### src/rtl/eager_fork_buffered.sv
// Registered eager fork: one-slot buffer that replicates each token to SIZE
// outputs, each output completing its handshake independently of the others.
//
// Ports:
//   clk         clock, rising edge
//   rst         asynchronous active-low reset
//   ins         input token data            [DATA_TYPE-1:0]
//   ins_valid   input token present
//   ins_ready   block accepts the input token this cycle
//   outs        replicated data, channel i at [i*DATA_TYPE +: DATA_TYPE]
//   outs_valid  per-channel valid           [SIZE-1:0]
//   outs_ready  per-channel ready           [SIZE-1:0]
module eager_fork_buffered #(
    parameter int DATA_TYPE = 32,
    parameter int SIZE      = 2
) (
    input  logic                      clk,
    input  logic                      rst,
    input  logic [DATA_TYPE-1:0]      ins,
    input  logic                      ins_valid,
    output logic                      ins_ready,
    output logic [SIZE*DATA_TYPE-1:0] outs,
    output logic [SIZE-1:0]           outs_valid,
    input  logic [SIZE-1:0]           outs_ready
);

    logic                 full_q, full_d;
    logic [DATA_TYPE-1:0] data_q, data_d;
    logic [SIZE-1:0]      sent_q, sent_d;

    logic [SIZE-1:0]      xfer;
    logic                 done;
    logic                 cap;

    always_comb begin
        outs_valid = {SIZE{full_q}} & ~sent_q;
        xfer       = outs_valid & outs_ready;
        // Token retires once every output has taken it or takes it now.
        done       = full_q & (&(sent_q | outs_ready));
        ins_ready  = ~full_q | done;
        cap        = ins_valid & ins_ready;

        full_d = full_q;
        data_d = data_q;
        sent_d = sent_q | xfer;

        if (done) begin
            sent_d = '0;
            full_d = 1'b0;
        end
        // A capture in the retiring cycle refills the slot with fresh flags.
        if (cap) begin
            full_d = 1'b1;
            data_d = ins;
        end
    end

    // Every channel carries the held data, valid or not.
    assign outs = {SIZE{data_q}};

    always_ff @(posedge clk or negedge rst) begin
        if (!rst) begin
            full_q <= 1'b0;
            data_q <= '0;
            sent_q <= '0;
        end else begin
            full_q <= full_d;
            data_q <= data_d;
            sent_q <= sent_d;
        end
    end

endmodule

### config.mk
export PLATFORM = sky130hd
export DESIGN_NAME = eager_fork_buffered
export DESIGN_NICKNAME = d
export VERILOG_FILES = /design/src/rtl/eager_fork_buffered.sv
export SDC_FILE = /design/constraint.sdc
export NUM_CORES = 1
export LEC_CHECK = 0
export CELL_PAD_IN_SITES_DETAIL_PLACEMENT = 2
export CELL_PAD_IN_SITES_GLOBAL_PLACEMENT = 2
export CORE_ASPECT_RATIO = 1.1
export CORE_MARGIN = 5
export CORE_UTILIZATION = 23
export CTS_BUF_LIST = sky130_fd_sc_hd__clkbuf_16
export DETAILED_ROUTE_END_ITERATION = 8
export PLACE_DENSITY_LB_ADDON = 0.08
export SLEW_MARGIN = 20
export SYNTH_ARGS = -nofsm -noshare
export SYNTH_HDL_FRONTEND = slang
export SYNTH_SLANG_ARGS = --single-unit
### constraint.sdc
create_clock -name clk -period 4.6 [get_ports clk]
set_clock_uncertainty 0.2 [all_clocks]
set_input_delay 0.69 -clock clk [delete_from_list [all_inputs] [get_ports clk]]
set_output_delay 0.69 -clock clk [all_outputs]
set_load 0.005 [all_outputs]
==> Yosys cells after proc, flatten, opt, wreduce, memory -nomap -nowiden <==
Index checks and enable logic that the tools add are counted.
Widths: inputs -> output; s select.
{ "classes": {"reduce_logical": 2, "bitwise_logic": 9, "n_div": 0, "magnitude_cmp": 0, "n_mul": 0, "n_shift": 0, "n_mux": 3, "n_addsub": 0, "n_eq_ne": 0} }
{ "ops": {"columns": ["operator", "n"], "rows": [
  ["$and 2x2->2", 2],
  ["$or 2x2->2", 2],
  ["$and 1x1->1", 2],
  ["$mux 1", 2],
  ["$mux 2", 1],
  ["$not 2->2", 1],
  ["$reduce_and 2->1", 1],
  ["$reduce_bool 2->1", 1],
  ["$not 1->1", 1],
  ["$or 1x1->1", 1]
]} }
{ "word_totals": {"ramBits": 0, "romBits": 0, "input_bits": 37, "out_inout_bits": 67, "regBits": 35, "latchBits": 0, "wordCells": 17, "mem_count": 0} }

==> Logic depth before layout (Yosys ltp) <==
{ "depth": {"depth_word": 6, "mapped_depth": 4, "depth_no_buf": 3} }

==> Least setup slack after synthesis <==
Ideal clock, no wire load.
{ "synth_path": {"kind": "input port to output port", "startpoint": "in outs_ready[0]", "endpoint": "out ins_ready", "arrival_ns": 0.986, "setup_slack_ns": 2.724, "path_buffers": 0, "required_time_ns": 3.710, "path_stages": 2, "cell_sequence": "o22ai_2 > nand2_1"} }
{ "synth_between": {"elab_chain_len": 4} }
{ "synth_lines": {"columns": ["element", "line", "rtl"], "rows": [
  ["start: declaration", "24", "input logic [SIZE-1:0] outs_ready"],
  ["$or 2x2->2", "39", "done = full_q & (&(sent_q | outs_ready));"],
  ["$reduce_and 2->1", "39", null],
  ["$and 1x1->1", "39", null],
  ["$or 1x1->1", "40", "ins_ready = ~full_q | done;"],
  ["end: declaration", "21", "output logic ins_ready,"]
]} }
Every way passes these cells.

==> Worst setup path after layout <==
Same ends and word-level chain as after synthesis.

==> summary by stage <==
Setup path
STA puts the critical path data required time at between 3000 and 4000 ps. STA classifies the critical path startpoint as an input pin. The critical path goes through clkdlybuf4s50_1, o22ai_2, nand2_1, clkdlybuf4s50_1.

For this run, the slowest stage of the critical path takes 470 ps. The buffering stage count on the worst path with inverters included is 2. The worst setup path is captured at an output port.

At the worst endpoint, the arrival time is around 2000 ps. The critical path depth is 4. Among cell families on the critical path, the largest total delay comes from buffers and inverters. The number of cells on the worst reg-to-reg path is 4. The most numerous cell type found on the critical path is sky130_fd_sc_hd__clkdlybuf4s50_1. The largest individual stage delay along the critical path comes from the cell sky130_fd_sc_hd__clkdlybuf4s50_1. Of all nets on the critical path, the largest fanout is 3. The critical path is of the in -> out type.

CTS
The clock-pin slew reported for the worst setup and hold paths after clock tree synthesis is roughly 50 ps. The master cell of the clock root buffer is sky130_fd_sc_hd__clkbuf_16. The H-tree was split into 2 levels. TritonCTS built the clock tree. The number of hold buffers added after CTS is 0. The number of setup buffers added after CTS is 0. For this design, the sink count on the clock tree is 35. In this run the deepest clock path goes through 2 buffers.

The clock insertion delay at the later pin of the skew report is 270 ps. In this run, post-CTS repair resized a total of 0 instances. Counting the buffers created by CTS gives 5.

Detailed routing
The number of DRC markers in iteration 0 is 7. The antenna violation net count after detailed routing is 0. The average wire per cell in the routed design is ~15 um. The detailed-router iteration count before antenna repair is 4. Using the TritonRoute via totals, the vias-per-cell ratio works out to around 4.1. The number of remaining DRC errors is 0. The total detailed-routing wirelength is approximately 4300 um. Summing over every cut layer, the via total after detailed routing is around 1100.

Power
The total internal power is between 0.0009 and 0.001 W. In this run the static leakage power is approximately 1.1 nW. The sequential power share is a little over a third. In this run the power spent charging and discharging nets is 0.000317 W. The power density over the cells is roughly 480 mW/mm2. The highest ir drop seen on vdd is between 0.1 and 0.15 mV. The part of the power in the clock network is between 20% and 30%. In this run, the combinational gates consume between 30% and 40% of the power. In this run switching power makes up 24.9% of total power.

STA
The final number of max-transition violations is 0. Setup violations remaining at the end of the flow were counted as 0. For the pin with the worst max-slew slack, the measured transition is approximately 800 ps. Setup repair after global routing left no endpoint under its margin. Derived from the worst setup path, the maximum achievable clock frequency is roughly 0.35 GHz. The final hold violation count is 0. The final total negative setup slack is 0 ps.

The time the final worst path needs with I/O delays and setup is between 2000 and 3000 ps. Headroom to the max-slew limit came out at between 40% and 50%. The fraction of the cycle the final worst path needs is about three fifths.

Floorplan
After floorplanning, the core was divided into 32 placement rows. The die covers 0.00889 mm2. For this configuration, the core starts out at a cell density of between 20% and 30%. The core area is 0.00697 mm2. The die is a little under 100 um tall. roughly 100 I/O pins were placed. The die extent in x is ~90 um.

Placement
In this run the tool buffered the top-level ports with ~100 buffer cells. After detailed placement, the design holds a cell count of between 200 and 300. The placer congestion estimate is a little over 0.7. Summed over all nets, the half-perimeter wirelength after detailed placement is 3270 um.

Synthesis
The post-synthesis sequential element count is 35. After synthesis the cells add up to 0.00163 mm2. Counting distinct cell types in the post-synthesis netlist gives 14. The sequential area share after synthesis is a little over half.

The number of nets handed over by synthesis was 152. The average cell area after synthesis is ~14 um2. The number of warning messages in the yosys log is 0. The synthesized netlist cell count is ~120.

Final layout
At the end of the flow, the number of nets in the layout was between 200 and 250. The number of antenna diodes in the final layout is 0. The area added between synthesis and finish is 61.9%. In the final layout, the share of cells above drive strength 1 is a little under a quarter. The count of cells in the finished layout, fillers not included, comes to roughly 280.

Global routing
The total global-route track usage is ~9.8%. The overall overflow remaining after global route is 0. The initial antenna violation count is 0. The first global-routing pass estimated between 6000 and 7000 um of wire. The pin count of the biggest net entering global routing is 36.

The number of global-route vias before repair is between 1000 and 1500.

Outcome
The flow ran to the end, and the final reports show no timing, DRC or antenna violations.

Min path
The worst min-delay path category is in -> async.

Job
The count of max-cap constraint violations is 0.
[sequential cells by signal (all words and copies together), names as in the netlist]
signal,flops
data_q,32
full_q,1
sent_q,2
[final timing paths]
kind,endpoint,slack (ps),start
worst max-delay path,ins_ready,1750,outs_ready[0]
worst min-delay path,data_q[18],300,rst
worst max register to register,data_q[14],2640,sent_q[1]
worst min register to register,data_q[10],330,data_q[10]
max in group asynchronous,sent_q[1],3390,rst
min in group clk,data_q[10],330,data_q[10]
[worst reg2reg max path, stage by stage, from the launching register on]
cell,delay (ps)
sky130_fd_sc_hd__dfrtp_1,400
sky130_fd_sc_hd__o22ai_2,130
sky130_fd_sc_hd__a21boi_4,520
sky130_fd_sc_hd__buf_16,240
sky130_fd_sc_hd__mux2_2,360
[cell families (layout without fill, tap and decap cells)]
logic type             after synthesis  count (layout)  synth area share, %
buffers and inverters               36             112                 17.5
muxes                               32              32                 23.4
DFF                                 35              35                 53.6
and+or+nand+nor                      6               6                 2.07
AOI/OAI and AO/OA                    6               6                 3.45
[cells in the mapped netlist]
cell type | number | area, um2
sky130_fd_sc_hd__a21boi_4 | 1 | 18.8
sky130_fd_sc_hd__a21oi_1 | 2 | 10.0
sky130_fd_sc_hd__and2b_1 | 1 | 7.51
sky130_fd_sc_hd__and2b_2 | 1 | 8.76
sky130_fd_sc_hd__buf_4 | 32 | 240
sky130_fd_sc_hd__buf_6 | 4 | 45.0
sky130_fd_sc_hd__dfrtp_1 | 35 | 876
sky130_fd_sc_hd__mux2_2 | 26 | 293
sky130_fd_sc_hd__mux2_4 | 6 | 90.1
sky130_fd_sc_hd__nand2_1 | 1 | 3.75
sky130_fd_sc_hd__nand2b_1 | 1 | 6.26
sky130_fd_sc_hd__nor2_1 | 2 | 7.51
sky130_fd_sc_hd__o21a_1 | 2 | 15.0
sky130_fd_sc_hd__o22ai_2 | 1 | 12.5
[final cells by class]
cell class              instances  area (um2)
clock buffers                   5         125
clock inverters                 3        12.5
well taps                      85         106
multi-input cells              44         473
fillers                       712        4320
flip-flops and latches         35         876
repair buffers                104        1050
[cells in the final DEF (no fill, tap or decap), drive strengths merged]
| master | count |
|---|---|
| nand2 | 1 |
| nand2b | 1 |
| o21a | 2 |
| buf | 2 |
| clkdlybuf4s50 | 102 |
| clkbuf | 5 |
| o22ai | 1 |
| nor2 | 2 |
| inv | 2 |
| clkinv | 1 |
| mux2 | 32 |
| a21oi | 2 |
| a21boi | 1 |
| and2b | 2 |
| dfrtp | 35 |
[metal layers]
layer | part of all wire, % | routed length [um] | global-route usage (%) | vias to the layer above
met2 | 50 | 2130 | 16.4 | 67
met5 | 0 | 0 | 0 | -
met1 | 39 | 1670 | 10.8 | 568
met4 | 0.84 | 36 | 3.44 | 0
met3 | 10 | 439 | 4.70 | 4
li1 | - | - | - | 505
[metrics by stage]
stage | hold slack, ps | area (um2) | util (%) | setup slack [ps] | total power [W]
finish | 305 | 2650 | 38.0 | 1750 | 0.00127
detailed placement | 326 | 2480 | 35.6 | 1530 | 0.000974
floorplan | 194 | 1630 | - | 2720 | 0.000697
CTS | 340 | 2620 | 37.6 | 1750 | 0.00130
global route | 362 | 2650 | 38.0 | 1700 | 0.00135
global placement | 313 | 2480 | 35.6 | 1630 | 0.000962
[power groups by stage]
stage	Clock (W)	Sequential (W)	Combinational, W
floorplan	0	0.000456	0.000241
global placement	0	0.000457	0.000506
detailed placement	0	0.000464	0.000510
CTS	0.000325	0.000460	0.000513
global route	0.000338	0.000474	0.000538
finish	0.000312	0.000456	0.000505
No activity file was read; power rests on OpenSTA's default activity.
